[src/rtl/aac_pkg.sv]
// aac_pkg: shared definitions for the AAC operand feeder.
// Holds default widths, the load/accumulate control encoding seen by AAC,
// the capture FSM state type and a counter-width helper.
package aac_pkg;

  // Default operand / product widths and frame length.
  localparam int AAC_DW  = 12;
  localparam int AAC_AW  = 24;
  localparam int AAC_LEN = 8;

  // AAC control encoding: LOAD overwrites the accumulator, ACC adds to it.
  localparam logic AAC_LOAD = 1'b0;
  localparam logic AAC_ACC  = 1'b1;

  // Result capture FSM.
  typedef enum logic {
    RUN  = 1'b0,
    CAPT = 1'b1
  } aac_state_e;

  // Width of a counter spanning 0..len-1; a length of 1 still needs one bit.
  function automatic int aac_cnt_w(input int len);
    return (len > 1) ? $clog2(len) : 1;
  endfunction

endpackage

[src/rtl/aac_mul_stage.sv]
// aac_mul_stage: registered signed DW x DW -> AW multiplier with AAC control.
// Latency 1 cycle; no backpressure (a valid term is issued every cycle it is given).
// Ports:
//   clk, reset         clock, synchronous active-high reset
//   vld_i              an accepted operand pair is present this cycle
//   x_i, w_i           signed operands
//   load_i             the pair is the first term of a frame
//   last_i             the pair is the last term of a frame
//   A_o                registered product, zero when no term was issued
//   aac_o              registered AAC control (LOAD for first term, else ACC)
//   last_o             registered flag: A_o carries the last term of a frame
module aac_mul_stage
  import aac_pkg::*;
#(
  parameter int DW = AAC_DW,
  parameter int AW = AAC_AW
) (
  input  logic          clk,
  input  logic          reset,
  input  logic          vld_i,
  input  logic [DW-1:0] x_i,
  input  logic [DW-1:0] w_i,
  input  logic          load_i,
  input  logic          last_i,
  output logic [AW-1:0] A_o,
  output logic          aac_o,
  output logic          last_o
);

  logic [AW-1:0] x_ext;
  logic [AW-1:0] w_ext;
  logic [AW-1:0] prod;

  logic [AW-1:0] A_q, A_d;
  logic          aac_q, aac_d;
  logic          last_q, last_d;

  // Sign-extend both operands to AW first; because AW >= 2*DW the AW-bit
  // product is the exact full-precision signed result.
  assign x_ext = {{(AW - DW){x_i[DW-1]}}, x_i};
  assign w_ext = {{(AW - DW){w_i[DW-1]}}, w_i};
  assign prod  = $signed(x_ext) * $signed(w_ext);

  // With no term issued, drive 0 with ACC so the accumulator holds its value.
  always_comb begin
    A_d    = '0;
    aac_d  = AAC_ACC;
    last_d = 1'b0;
    if (vld_i) begin
      A_d    = prod;
      aac_d  = load_i ? AAC_LOAD : AAC_ACC;
      last_d = last_i;
    end
  end

  always_ff @(posedge clk) begin
    if (reset) begin
      A_q    <= '0;
      aac_q  <= AAC_ACC;
      last_q <= 1'b0;
    end else begin
      A_q    <= A_d;
      aac_q  <= aac_d;
      last_q <= last_d;
    end
  end

  assign A_o    = A_q;
  assign aac_o  = aac_q;
  assign last_o = last_q;

endmodule

[src/rtl/aac_feeder.sv]
// aac_feeder: operand stage in front of the AAC accumulator; frames LEN products
// into one dot product. Latency: product on A_o 1 cycle after accept, result valid
// 2 cycles after the last accept. Backpressure: only a frame's last pair stalls,
// and only while an unconsumed result occupies the result register.
// Ports:
//   clk, reset                    clock, synchronous active-high reset
//   in_valid_i/in_ready_o         operand pair handshake, x_i/w_i signed operands
//   A_o, aac_o                    product and load/accumulate control to AAC
//   acc_i                         accumulator value from AAC
//   res_valid_o/res_ready_i       frame result handshake, res_o signed dot product
module aac_feeder
  import aac_pkg::*;
#(
  parameter int DW  = AAC_DW,
  parameter int AW  = AAC_AW,
  parameter int LEN = AAC_LEN
) (
  input  logic          clk,
  input  logic          reset,
  input  logic          in_valid_i,
  output logic          in_ready_o,
  input  logic [DW-1:0] x_i,
  input  logic [DW-1:0] w_i,
  output logic [AW-1:0] A_o,
  output logic          aac_o,
  input  logic [AW-1:0] acc_i,
  output logic          res_valid_o,
  input  logic          res_ready_i,
  output logic [AW-1:0] res_o
);

  localparam int            CW       = aac_cnt_w(LEN);
  localparam logic [CW-1:0] CNT_LAST = CW'(LEN - 1);

  logic [CW-1:0] cnt_q, cnt_d;
  logic          is_first;
  logic          is_last;
  logic          accept;
  logic          last_issued;

  aac_state_e    state_q;
  logic          res_valid_q;
  logic [AW-1:0] res_q;

  // ---------------------------------------------------------------------------
  // Term counter and input back-pressure
  // ---------------------------------------------------------------------------
  assign is_first = (cnt_q == '0);
  assign is_last  = (cnt_q == CNT_LAST);

  // Holding off only the last pair is enough for LEN >= 3: the next capture
  // lands at least one edge after the gating decision sees the occupied
  // register. With LEN <= 2 captures can follow each other closely enough that
  // the consumer is expected to keep res_ready_i high.
  assign in_ready_o = !(is_last && res_valid_q && !res_ready_i);
  assign accept     = in_valid_i && in_ready_o;

  always_comb begin
    cnt_d = cnt_q;
    if (accept) begin
      cnt_d = is_last ? '0 : cnt_q + CW'(1);
    end
  end

  always_ff @(posedge clk) begin
    if (reset) begin
      cnt_q <= '0;
    end else begin
      cnt_q <= cnt_d;
    end
  end

  // ---------------------------------------------------------------------------
  // Registered multiply stage driving AAC
  // ---------------------------------------------------------------------------
  aac_mul_stage #(
    .DW (DW),
    .AW (AW)
  ) u_mul (
    .clk    (clk),
    .reset  (reset),
    .vld_i  (accept),
    .x_i    (x_i),
    .w_i    (w_i),
    .load_i (is_first),
    .last_i (is_last),
    .A_o    (A_o),
    .aac_o  (aac_o),
    .last_o (last_issued)
  );

  // ---------------------------------------------------------------------------
  // Capture FSM and result register
  // ---------------------------------------------------------------------------
  // The last product sits on A_o for one cycle and AAC absorbs it at the edge
  // that ends that cycle, so the FSM enters CAPT on that edge and samples
  // acc_i on the following one. A first term of the next frame issued
  // meanwhile only reaches AAC on that same sampling edge, so acc_i still
  // holds the finished total. Back-to-back last terms (LEN=1) keep the FSM in
  // CAPT and produce one capture per cycle.
  always_ff @(posedge clk) begin
    if (reset) begin
      state_q     <= RUN;
      res_q       <= '0;
      res_valid_q <= 1'b0;
    end else begin
      // A consumed result clears; a capture on the same edge overrides this.
      if (res_valid_q && res_ready_i) begin
        res_valid_q <= 1'b0;
      end
      case (state_q)
        RUN: begin
          if (last_issued) begin
            state_q <= CAPT;
          end
        end
        CAPT: begin
          res_q       <= acc_i;
          res_valid_q <= 1'b1;
          state_q     <= last_issued ? CAPT : RUN;
        end
        default: begin
          state_q <= RUN;
        end
      endcase
    end
  end

  assign res_o       = res_q;
  assign res_valid_o = res_valid_q;

endmodule

[config.mk]
export PLATFORM = sky130hd
export DESIGN_NAME = aac_feeder
export DESIGN_NICKNAME = d
export VERILOG_FILES = /design/src/rtl/aac_pkg.sv /design/src/rtl/aac_mul_stage.sv /design/src/rtl/aac_feeder.sv
export SDC_FILE = /design/constraint.sdc
export NUM_CORES = 1
export LEC_CHECK = 0
export ABC_AREA = 1
export CORE_MARGIN = 4
export CORE_UTILIZATION = 60
export DETAILED_ROUTE_END_ITERATION = 16
export PLACE_DENSITY_LB_ADDON = 0.3
export SKIP_CTS_REPAIR_TIMING = 1
export SYNTH_ARGS = -nofsm -noshare
export SYNTH_HDL_FRONTEND = slang
export SYNTH_SLANG_ARGS = --single-unit
[constraint.sdc]
create_clock -name clk -period 7.35 [get_ports clk]
set_input_delay 0.735 -clock clk [delete_from_list [all_inputs] [get_ports clk]]
set_output_delay 0.735 -clock clk [all_outputs]
set_load 0.01 [all_outputs]
==> metrics.yaml <==
global_route:
  grt-busiest-layer: "met2"
  grt_util_met2_pct: 44.3
  antenna_found_initial: 0
  grt_usage_pct: 24.5
  met1_usage_pct: 30.7
  gr-total-overflow: 0
  use_met3_pct: 3.92
  grt_pass1_vias: 6519
  grt_start_max_net_pins: 31
  grt_pass1_wl_mm: 29.1
critical_path:
  worstSetupPathType: "input port to flip-flop"
  path_cells: "clkdlybuf4s50_1, nand2_1, inv_1, fa_1, fa_1, inv_1, fa_1, inv_1, fa_1, inv_1, fa_1, inv_1, ha_1, nand2_1, nor2_1, and2_1, nand4_1, inv_1, nor2_1, nand2_1, nand2_1, nor2_1"
  critical_path.endpoint_type: "flip-flop"
  cp_common_cell: "inv_1"
  required_ps: 7580
  crit_arrival_ps: 6070
  crit_buf_inv: 7
  crit_fanout: 12
  crit_family: "adder cells"
  slowest_delay_ps: 770
  critPathLaunchType: "input port"
  critPathSlowestCell: "clkdlybuf4s50_1"
floorplan:
  die_h_um: 121
  rows: 41
  start_util_pct: 61.1
  die_w_um: 121
  core_area_um2: 12600
  die-area_um2: 14700
  ioPinCount: 103
job:
  maxCapViolCount: 0
timing:
  fin_skew_ps: 5.85
  hold_violations: 0
  fin_crit_ps: 5840
  max_freq_ghz: 0.171
  worst_pin_slew_ps: 1190
  finalSetupViolations: 0
  rsz0062_at_grt: "false"
  period_share_pct: 79.5
  timing.slew.headroom_pct: 20.6
  fin_setup_tns_ps: 0
  maxSlewViolCount: 0
clock_tree:
  cts_sinks: 55
  cts_buffer_depth: 2
  clk_pin_slew_ps: 70
  cts_buffers: 5
  clockRootBuffer: "clkbuf_16"
  clkLatencyLatePin_ps: 290
  htreeDepth: 2
  cts_tree: "done"
route:
  post_drt_wl_per_cell_um: 13.2
  first_pass_iters: 4
  postRouteAntennaNets: 0
  remaining_drc_errors: 0
  vias: 6279
  drt_wl_total_mm: 16.6
  vias_per_cell: 4.98
  drt-initial-drc-count: 327
yosys:
  ys_ff_latch: 55
  netlist_area_um2: 7670
  yosys_warnings: 0
  syn_inst: 1012
  seq_area_frac_synth_pct: 14.3
  synth_nets: 1256
  synth.largest_area_cell: "fa_1"
  avgSynthCellArea_um2: 7.58
  synth.area.top_cells: "fa_1 (36%), dfxtp_1 (14%), inv_1 (14%), nand2_1 (13%), ha_1 (8.8%)"
  ys_types: 30
  synth_top_area_share_pct: 36.0
layout:
  drive_gt1_share_pct: 3.12
  n_antenna_cell: 0
  syn2layout_area_growth_pct: 17.0
  nets: 1332
  fin_util_pct: 71.5
power:
  vdd_ir_drop_max_mv: 0.406
  p_leak_nw: 4.83
  power_per_cell_area_nw_per_um2: 446
run_status:
  status: "finished clean"
place:
  gp_congestion: 0.967
  hpwlAfterDp_mm: 14.2
  io_buffers: 102
worst_hold_path:
  min_path_type: "flip-flop to flip-flop"
[placed cells by master, fill, tap and decap left out, drive strengths merged, types with 8 or more instances in the layout]
cell type and n:
fa 138, nor2 49, nand3 28, ha 54
or2 8, dfxtp 55, nand2 283, a21oi 53
inv 284, clkdlybuf4s50 102
[area by class of cell]
cell class	instances	area [µm²]
Sequential cell	55	1100
Clock buffer	5	125
Tap cell	172	215
Timing Repair Buffer	103	1030
Inverter	284	1070
Fill cell	1008	3590
Clock inverter	3	67.6
Multi-Input combinational cell	639	5380
[tightest hold or removal path, cell delays in order, from the launching register on]
cell and delay, ps:
dfxtp_1 300, inv_1 40, nor2_1 30
[power by group]
part	leakage [nW]	switching [mW]	internal [mW]
registers	0.447	0.00841	0.337
logic	4.29	2.10	1.26
clock network	0.0900	0.105	0.195
[layer usage]
metal	vias up	part of all wire (%)	wire length [µm]
met5	-	0	0
met4	0	2.5	408
met3	33	5.1	844
met2	169	54	8920
met1	3034	39	6420
li1	3043	-	-
[worst paths after layout]
| check | start | slack (ps) | cells past startpoint | end |
|---|---|---|---|---|
| worst max-delay path | w_i[3] | 1510 | 22 | u_mul.A_o[23] |
| worst max register to register | cnt_q[0] | 5390 | 7 | u_mul.A_o[11] |
| worst min register to register | u_mul.last_o | 410 | 2 | state_q |
| worst min-delay path | u_mul.last_o | 410 | 2 | state_q |
[logic make-up after synthesis]
family	share of synthesized area, %
adder cells (fa/ha/maj)	44.8
buffers and inverters	15.6
XOR/XNOR	0.342
AND/OR/NAND/NOR	20.1
AO/OA/AOI/OAI	4.84
flip-flops	14.3
[cell usage after synthesis (all sizes together)]
cell and number:
inv 284, nand2 283, fa 138, dfxtp 55, ha 54, a21oi 53, nor2 49, clkbuf 32
nand3 28, or2 8, nand4 7, o21ai 4, o21bai 4, a211oi 2, buf 2, nor3 2
o21a 2, xnor2 2, and2 1, o211ai 1, xor2 1
[state kept, by name (all words and copies together), names as in the netlist]
name,flops
cnt_q,3
res_o,24
res_valid_o,1
state_q,1
u_mul.A_o,24
u_mul.aac_o,1
u_mul.last_o,1
[per-stage QoR]
| stage | worst slack [ps] | cell area (µm²) | power, mW | std cells | hold slack [ps] |
|---|---|---|---|---|---|
| finish | 1510 | 8980 | 4.00 | 1261 | 407 |
| global route | 1170 | 8980 | 4.55 | 1261 | 420 |
| CTS | 1500 | 8980 | 4.00 | 1261 | 409 |
| detailed placement | 1230 | 8790 | 3.67 | 1253 | 398 |
| global placement | 1410 | 8790 | 3.57 | 1253 | 394 |
| floorplan | 2120 | 7670 | 2.92 | 1012 | 388 |
(Power assumes the default switching activity.)
